File: src/rtl/muldiv_pkg.sv
// Shared types and constants for the iterative multiply/divide sequencer.
package muldiv_pkg;

    typedef enum logic [2:0] {
        IDLE = 3'd0,
        LOAD = 3'd1,
        OP   = 3'd2,
        FIX  = 3'd3,
        DONE = 3'd4
    } state_t;

    localparam logic MODE_MUL = 1'b1;
    localparam logic MODE_DIV = 1'b0;

endpackage

File: src/rtl/muldiv_seq_ctrl_if.sv
// Issue-side handshake and datapath-control bundle of the multiply/divide sequencer.
interface muldiv_seq_ctrl_if #(
    parameter int WIDTH = 64
);
    localparam int CW = $clog2(WIDTH + 1);

    logic          start;
    logic          m_d;
    logic          signed_op;
    logic          a_sign;
    logic          b_sign;
    logic          divisor_zero;
    logic          abort;
    logic [1:0]    data_in;

    logic          ready;
    logic          busy;
    logic          done;
    logic          err_div0;
    logic          alu_sel;
    logic          initial_wr;
    logic          wr;
    logic          sh_right;
    logic          sh_left;
    logic          neg_fix;
    logic          rem_fix;
    logic [CW-1:0] count;

    modport master (
        output start, m_d, signed_op, a_sign, b_sign, divisor_zero, abort, data_in,
        input  ready, busy, done, err_div0, alu_sel, initial_wr, wr,
               sh_right, sh_left, neg_fix, rem_fix, count
    );

    modport slave (
        input  start, m_d, signed_op, a_sign, b_sign, divisor_zero, abort, data_in,
        output ready, busy, done, err_div0, alu_sel, initial_wr, wr,
               sh_right, sh_left, neg_fix, rem_fix, count
    );

endinterface

File: src/rtl/muldiv_seq_ctrl.sv
// Control FSM for the shared shift-add multiplier / shift-subtract divider datapath.
module muldiv_seq_ctrl
    import muldiv_pkg::*;
#(
    parameter int WIDTH     = 64,
    parameter bit SIGNED_EN = 1'b1
) (
    input logic             clk,
    input logic             reset,
    muldiv_seq_ctrl_if.slave bus
);
    localparam int            CW   = $clog2(WIDTH + 1);
    localparam logic [CW-1:0] LAST = CW'(WIDTH - 1);

    state_t        state, state_nx;
    logic [CW-1:0] count;
    logic          mode_q, neg_q, remneg_q, z_q, err_q;
    logic          sgn_req, fix_needed;

    assign sgn_req    = SIGNED_EN & bus.signed_op;
    assign fix_needed = SIGNED_EN & (neg_q | remneg_q);

    always_ff @(posedge clk) begin
        if (reset) begin
            state    <= IDLE;
            count    <= '0;
            mode_q   <= MODE_DIV;
            neg_q    <= 1'b0;
            remneg_q <= 1'b0;
            z_q      <= 1'b0;
            err_q    <= 1'b0;
        end else begin
            state <= state_nx;
            case (state)
                IDLE: if (bus.start) begin
                    mode_q   <= bus.m_d;
                    neg_q    <= sgn_req & (bus.a_sign ^ bus.b_sign);
                    remneg_q <= sgn_req & ~bus.m_d & bus.a_sign;
                    z_q      <= ~bus.m_d & bus.divisor_zero;
                    err_q    <= 1'b0;
                end
                // An abort in LOAD leaves the error flag untouched even for a zero divisor.
                LOAD: begin
                    count <= '0;
                    if (z_q && !bus.abort) err_q <= 1'b1;
                end
                OP:      count <= count + 1'b1;
                default: ;
            endcase
        end
    end

    always_comb begin
        state_nx = state;
        case (state)
            IDLE: if (bus.start) state_nx = LOAD;
            LOAD: begin
                if (bus.abort)  state_nx = IDLE;
                else if (z_q)   state_nx = DONE;
                else            state_nx = OP;
            end
            OP: begin
                if (bus.abort)          state_nx = IDLE;
                else if (count == LAST) state_nx = fix_needed ? FIX : DONE;
            end
            FIX:     state_nx = bus.abort ? IDLE : DONE;
            DONE:    state_nx = IDLE;
            default: state_nx = IDLE;
        endcase
    end

    assign bus.ready      = (state == IDLE);
    assign bus.busy       = (state != IDLE);
    assign bus.done       = (state == DONE);
    assign bus.err_div0   = err_q;
    assign bus.alu_sel    = mode_q;
    assign bus.initial_wr = (state == LOAD);
    assign bus.sh_right   = (state == OP) & mode_q;
    assign bus.sh_left    = (state == OP) & ~mode_q;
    assign bus.wr         = (state == OP) &
                            ((mode_q & bus.data_in[0]) | (~mode_q & ~bus.data_in[1]));
    assign bus.neg_fix    = (state == FIX) & neg_q;
    assign bus.rem_fix    = (state == FIX) & remneg_q;
    assign bus.count      = count;

endmodule

File: src/flat_wrapper.sv
// flat-port wrapper written by rule: the top's interface ports become plain ports
module muldiv_seq_ctrl_flat import muldiv_pkg::*;
#(
    parameter int WIDTH     = 64,
    parameter bit SIGNED_EN = 1'b1
)
  (clk, reset, bus_start, bus_m_d, bus_signed_op, bus_a_sign, bus_b_sign, bus_divisor_zero, bus_abort, bus_data_in, bus_ready, bus_busy, bus_done, bus_err_div0, bus_alu_sel, bus_initial_wr, bus_wr, bus_sh_right, bus_sh_left, bus_neg_fix, bus_rem_fix, bus_count);
  muldiv_seq_ctrl_if #(.WIDTH(WIDTH)) bus_i ();
  input logic clk;
  input logic reset;
  input wire logic [$bits(bus_i.start)-1:0] bus_start;
  input wire logic [$bits(bus_i.m_d)-1:0] bus_m_d;
  input wire logic [$bits(bus_i.signed_op)-1:0] bus_signed_op;
  input wire logic [$bits(bus_i.a_sign)-1:0] bus_a_sign;
  input wire logic [$bits(bus_i.b_sign)-1:0] bus_b_sign;
  input wire logic [$bits(bus_i.divisor_zero)-1:0] bus_divisor_zero;
  input wire logic [$bits(bus_i.abort)-1:0] bus_abort;
  input wire logic [$bits(bus_i.data_in)-1:0] bus_data_in;
  output wire logic [$bits(bus_i.ready)-1:0] bus_ready;
  output wire logic [$bits(bus_i.busy)-1:0] bus_busy;
  output wire logic [$bits(bus_i.done)-1:0] bus_done;
  output wire logic [$bits(bus_i.err_div0)-1:0] bus_err_div0;
  output wire logic [$bits(bus_i.alu_sel)-1:0] bus_alu_sel;
  output wire logic [$bits(bus_i.initial_wr)-1:0] bus_initial_wr;
  output wire logic [$bits(bus_i.wr)-1:0] bus_wr;
  output wire logic [$bits(bus_i.sh_right)-1:0] bus_sh_right;
  output wire logic [$bits(bus_i.sh_left)-1:0] bus_sh_left;
  output wire logic [$bits(bus_i.neg_fix)-1:0] bus_neg_fix;
  output wire logic [$bits(bus_i.rem_fix)-1:0] bus_rem_fix;
  output wire logic [$bits(bus_i.count)-1:0] bus_count;
  assign bus_i.start = bus_start;
  assign bus_i.m_d = bus_m_d;
  assign bus_i.signed_op = bus_signed_op;
  assign bus_i.a_sign = bus_a_sign;
  assign bus_i.b_sign = bus_b_sign;
  assign bus_i.divisor_zero = bus_divisor_zero;
  assign bus_i.abort = bus_abort;
  assign bus_i.data_in = bus_data_in;
  assign bus_ready = bus_i.ready;
  assign bus_busy = bus_i.busy;
  assign bus_done = bus_i.done;
  assign bus_err_div0 = bus_i.err_div0;
  assign bus_alu_sel = bus_i.alu_sel;
  assign bus_initial_wr = bus_i.initial_wr;
  assign bus_wr = bus_i.wr;
  assign bus_sh_right = bus_i.sh_right;
  assign bus_sh_left = bus_i.sh_left;
  assign bus_neg_fix = bus_i.neg_fix;
  assign bus_rem_fix = bus_i.rem_fix;
  assign bus_count = bus_i.count;
  muldiv_seq_ctrl #(.WIDTH(WIDTH), .SIGNED_EN(SIGNED_EN)) u_core (.clk(clk), .reset(reset), .bus(bus_i));
endmodule
File: config.mk
export PLATFORM = sky130hd
export DESIGN_NAME = muldiv_seq_ctrl_flat
export DESIGN_NICKNAME = d
export VERILOG_FILES = /design/src/rtl/muldiv_pkg.sv /design/src/rtl/muldiv_seq_ctrl_if.sv /design/src/rtl/muldiv_seq_ctrl.sv /design/src/flat_wrapper.sv
export SDC_FILE = /design/constraint.sdc
export NUM_CORES = 1
export LEC_CHECK = 0
export ABC_AREA = 1
export BUFFER_PORTS_ARGS = -buffer_cell sky130_fd_sc_hd__clkbuf_2
export CAP_MARGIN = 15
export CELL_PAD_IN_SITES_DETAIL_PLACEMENT = 1
export CELL_PAD_IN_SITES_GLOBAL_PLACEMENT = 2
export CORE_ASPECT_RATIO = 0.6
export CORE_MARGIN = 2
export CORE_UTILIZATION = 22
export CTS_CLUSTER_SIZE = 8
export DETAILED_ROUTE_END_ITERATION = 10
export PLACE_DENSITY_LB_ADDON = 0.1
export SLEW_MARGIN = 20
export SYNTH_ARGS = -nofsm -noshare
export SYNTH_HDL_FRONTEND = slang
export SYNTH_SLANG_ARGS = --single-unit
File: constraint.sdc
create_clock -name clk -period 1 [get_ports clk]
set_input_delay 0.15 -clock clk [delete_from_list [all_inputs] [get_ports clk]]
set_output_delay 0.15 -clock clk [all_outputs]
set_load 0.02 [all_outputs]
Yosys cells after proc, flatten, opt, wreduce, memory -nomap -nowiden:

Cells that the tools add are included.

* $lt $le $gt $ge: 0
* mux-type cells: 12
* equality and inequality tests: 8
* $mul: 0
* bitwise gates (word level): 17
* shifts and indexed selects: 0
* add/subtract/negate cells: 1
* div/mod/pow operators: 0
* reductions and logical operators: 9

Operator list (number)
* $mux W3: 7
* $pmux W7 S2: 1
* $pmux W3 S4: 1
* $and A1 B1 Y1: 11
* $add A7 B1 Y7 const B: 1
* $eq A7 B6 Y1 const B: 1
* $eq A3 B2 Y1 const B: 2
* $reduce_and A2 Y1: 2
* $reduce_bool A2 Y1: 2
* $eq A3 B1 Y1 const B: 1
* $eq A3 B3 Y1 const B: 1
* $logic_not A3 Y1: 1
* $ne A3 B2 Y1 const B: 1
* $not A1 Y1: 3
* $reduce_and A3 Y1: 1
* $reduce_bool A3 Y1: 1
* $mux W1: 2
* $ne A2 B1 Y1 const B: 1
* $ne A2 B2 Y1 const B: 1
* $or A1 B1 Y1: 2
* $pmux W1 S2: 1
* $logic_and A1 B1 Y1: 1
* $logic_not A1 Y1: 1
* $xor A1 B1 Y1: 1

* memory bits (read-only): 0
* bits in latches: 0
* word-level logic and storage cells: 54
* output and inout bits: 18
* memories kept: 0
* memory bits (writable): 0
* flip-flop bits (word level): 15

Longest topological paths before layout:

* word-level depth: 5
* mapped depth: 7

Worst setup path after synthesis:

Ideal clock, no wire load.

* path type: register to output
* from: register u_core.state[1]
* to: output port bus_wr
* path buffers: 0
* path slack: -390 ps
* stages on the path, launching flop included: 5
* data arrival time: 1240 ps
* path through: dfxtp_1 inv_1 nor2_2 nand2_4 a211oi_1

* longest elaborated chain between the ends: 2

RTL lines
* start: declaration: line muldiv_seq_ctrl.sv:15 `state_t state, state_nx;`
* start signal: assignment: line muldiv_seq_ctrl.sv:33 `state <= state_nx;`
* $eq A3 B2 Y1: line muldiv_seq_ctrl.sv:80 `assign bus.wr = (state == OP) &`
* $and A1 B1 Y1: line muldiv_seq_ctrl.sv:80
* end: declaration: line flat_wrapper.sv:25 `output wire logic [$bits(bus_i.wr)-1:0] bus_wr;`

No other way between the ends.

Worst setup path in the final report:

Ends and elaborated chain as after synthesis.

==> impl_metrics.env <==
export IMPL_startpoint_type="flop"
export IMPL_setup_viol=27
export IMPL_synth_seq_area_share=0.3488
export IMPL_worst_pin_slew_ps=251.1
export IMPL_worstPathArrival_ps=1190
export IMPL_gr_usage_all_layers=0.1679
export IMPL_ios=29
export IMPL_reg2reg_slack_ps=-330
export IMPL_grt_antenna_before_repair=0
export IMPL_r2r_cells=10
export IMPL_endpoint="bus_wr"
export IMPL_synth_warnings=0
export IMPL_maxCapViolCount=0
export IMPL_syn_avg_cell_area_um2=6.673
export IMPL_cts_buffers=3
export IMPL_layout_min_cycle_time_ps=1345
export IMPL_clockRootBuffer="clkbuf_8"
export IMPL_hp_class="primary input to flop"
export IMPL_critPathCaptureType="output port"
export IMPL_synth_top_area_frac=0.3488
export IMPL_outcome="finished with violations"
export IMPL_core_um2=3701
export IMPL_cts_tree="yes"
export IMPL_reg2reg_to="u_core.bus.count[3]"
export IMPL_fp_row_count=17
export IMPL_max_freq_mhz=743.6
export IMPL_route_met2_wl_mm=1.610
export IMPL_grt_pass1_wl_mm=5.637
export IMPL_cts_htree_levels=1
export IMPL_drtPass1Iterations=3
export IMPL_reg2reg_from="u_core.state[1]"
export IMPL_clock_path_buffers=2
export IMPL_fillerInstances=440
export IMPL_wl_mm=3.482
export IMPL_slew_headroom=0.8320
export IMPL_synth_most_common_cell="nand2_1"
export IMPL_rsz0062_at_grt="yes"
export IMPL_top_layer_used="met4"
export IMPL_ir_worst_vdd_mv=0.6492
export IMPL_synth_seq_cells=15
export IMPL_cts_hold_buffers=0
export IMPL_drive_above_1_share=0.6600
export IMPL_fin_skew_ps=2.421
export IMPL_post_route_period_util=1.345
export IMPL_syn_instance_count=129
export IMPL_met3WireLength_um=115
export IMPL_cp_slowest_cell="dfxtp_2"
export IMPL_die_x_um=84.76
export IMPL_syn_to_final_growth_pct=115.1
export IMPL_critPathBufInv=2
export IMPL_clk_pin_slew_ps=70
export IMPL_crit_path_start="u_core.state[1]"
export IMPL_diodes=0
export IMPL_die_area_um2=4446
export IMPL_path_class="flop to output port"
export IMPL_hold_viol=0
export IMPL_drc=0
export IMPL_vias_per_cell=4.514
export IMPL_grt_max_degree=10
export IMPL_fin_tns_setup_ps=-6400
export IMPL_drtAntennaViolNets=0
export IMPL_crit_family="flip-flops"
export IMPL_start_util=0.2326
export IMPL_power_density_nw_per_um2=1002
export IMPL_synthTopCellsByArea="dfxtp_1, nand2_1, nor2_1"
export IMPL_mappedNetlistArea_um2=860.8
export IMPL_path_cells="inv_4, nor2_4, nand2_4, a211oi_4, clkbuf_8"
export IMPL_synth_edff_count=0
export IMPL_gr_total_overflow=0
export IMPL_nets=213
export IMPL_synth_nets=141
export IMPL_layout_setup_ws_ps=-344.9
export IMPL_synth_common_cells="nand2_1, nor2_1, inv_1"
export IMPL_grt_pass1_vias=1133
export IMPL_synth_cell_types=21
export IMPL_portBuffers=28
export IMPL_post_route_util=0.5003
export IMPL_wl_met1_mm=1.697
export IMPL_route_detailed_wl_per_inst_um=14.10
export IMPL_vias=1115
export IMPL_cp_required_ps=850
export IMPL_path_max_fanout=3
export IMPL_violations="setup timing"
export IMPL_yosys_area_top_type="dfxtp_1"
export IMPL_routabilityCongestion=0.7627
export IMPL_p_leak_nw=0.8211
export IMPL_report_final_slew_viol_count=0
export IMPL_async_flop_share=0
export IMPL_timing_critical_path_slowest_cell_delay_ps=350
export IMPL_clk_latency_ps=260
export IMPL_pre_cts_slack_ps=-134.6
export IMPL_hpwl_mm=2.577
export IMPL_synthFlopType="dfxtp_1"
export IMPL_cp_num_cells=5
export IMPL_die_height_um=52.46
export IMPL_initialDrtViolationCount=54
export IMPL_cts_num_sinks=15
## worst reg2reg max path: stages (launching register included)
cell,delay (ps)
dfxtp_2,350
inv_4,60
nor2_4,110
nand2_4,80
buf_4,140
buf_6,110
buf_4,130
nand2_4,70
inv_6,60
nand2_2,70
a21oi_2,50
## routing by layer
metal	vias up	track usage
met5	-	0
met4	0	0.04762
met3	6	0.03307
met2	19	0.2703
met1	536	0.2303
li1	554	-
## area by class of cell
| type | count | area [µm²] | area share |
|---|---|---|---|
| clock inverters | 1 | 5.005 | 0.002703 |
| well taps | 47 | 58.81 | 0.03176 |
| inverters | 19 | 88.84 | 0.04797 |
| clock buffers | 3 | 41.29 | 0.02230 |
| flip-flops and latches | 15 | 329.1 | 0.1777 |
| multi-input cells | 94 | 676.9 | 0.3655 |
| repair buffers | 68 | 651.9 | 0.3520 |
## registers in the layout, summed over array words and instances (netlist names)
name                 cells
u_core.remneg_q          1
u_core.bus.err_div0      1
u_core.neg_q             1
u_core.bus.alu_sel       1
u_core.bus.count         7
u_core.state             3
u_core.z_q               1
## placed cells by master, fill, tap and decap left out, types with 4 or more instances in the layout
cell type   n
a21oi_2     6
a21oi_1     6
nand2_2     9
dfxtp_1     4
nand2_4     6
buf_4      26
clkbuf_2   13
buf_8      12
dfxtp_4     6
o21ai_0     7
clkbuf_8    4
buf_6      14
nor2_4     10
nor2_1     14
nand3_1     7
inv_1      12
dfxtp_2     5
nand2_1    13
## worst min path at each step
stage / startpoint / endpoint / slack, ps / cells after the start
4_1_cts: bus_signed_op / u_core.remneg_q / 150 / 3
3_5_place_dp: bus_signed_op / u_core.neg_q / 410 / 3
6_report: bus_signed_op / u_core.remneg_q / 150 / 3
2_1_floorplan: bus_signed_op / u_core.neg_q / 280 / 2
3_3_place_gp: bus_signed_op / u_core.neg_q / 410 / 3
5_1_grt: bus_signed_op / u_core.remneg_q / 150 / 3
## repair_timing
action,4_1_cts,5_1_grt
resized for setup,72,23
pin swaps,12,10
setup endpoints to repair,30,30
buffers inserted,13,7
## metrics by stage
stage	area (µm²)	std cells	hold slack, ps	power, W
after CTS	1779	243	148.0	0.001816
after detailed placement	1333	226	410.2	0.001092
after global placement	1333	226	406.3	0.001087
final	1852	247	148.6	0.001856
after global routing	1852	247	154.6	0.001955
after floorplan	964.7	129	280.1	0.0009122
## report_power, final
part	leakage [nW]	switching [W]	internal, W
Clock	0.0255	0.000248	0.000277
Combinational	0.667	0.000356	0.000326
Sequential	0.129	0.0000326	0.000616
## cell families after synthesis
kind of cell | synth area share
AO/OA/AOI/OAI | 0.1454
XOR/XNOR | 0.01018
adder cells (fa/ha/maj) | 0.01453
buffers and inverters | 0.09012
flip-flops | 0.3488
AND/OR/NAND/NOR | 0.3910
Note: power is estimated with default switching activity, not from simulation.
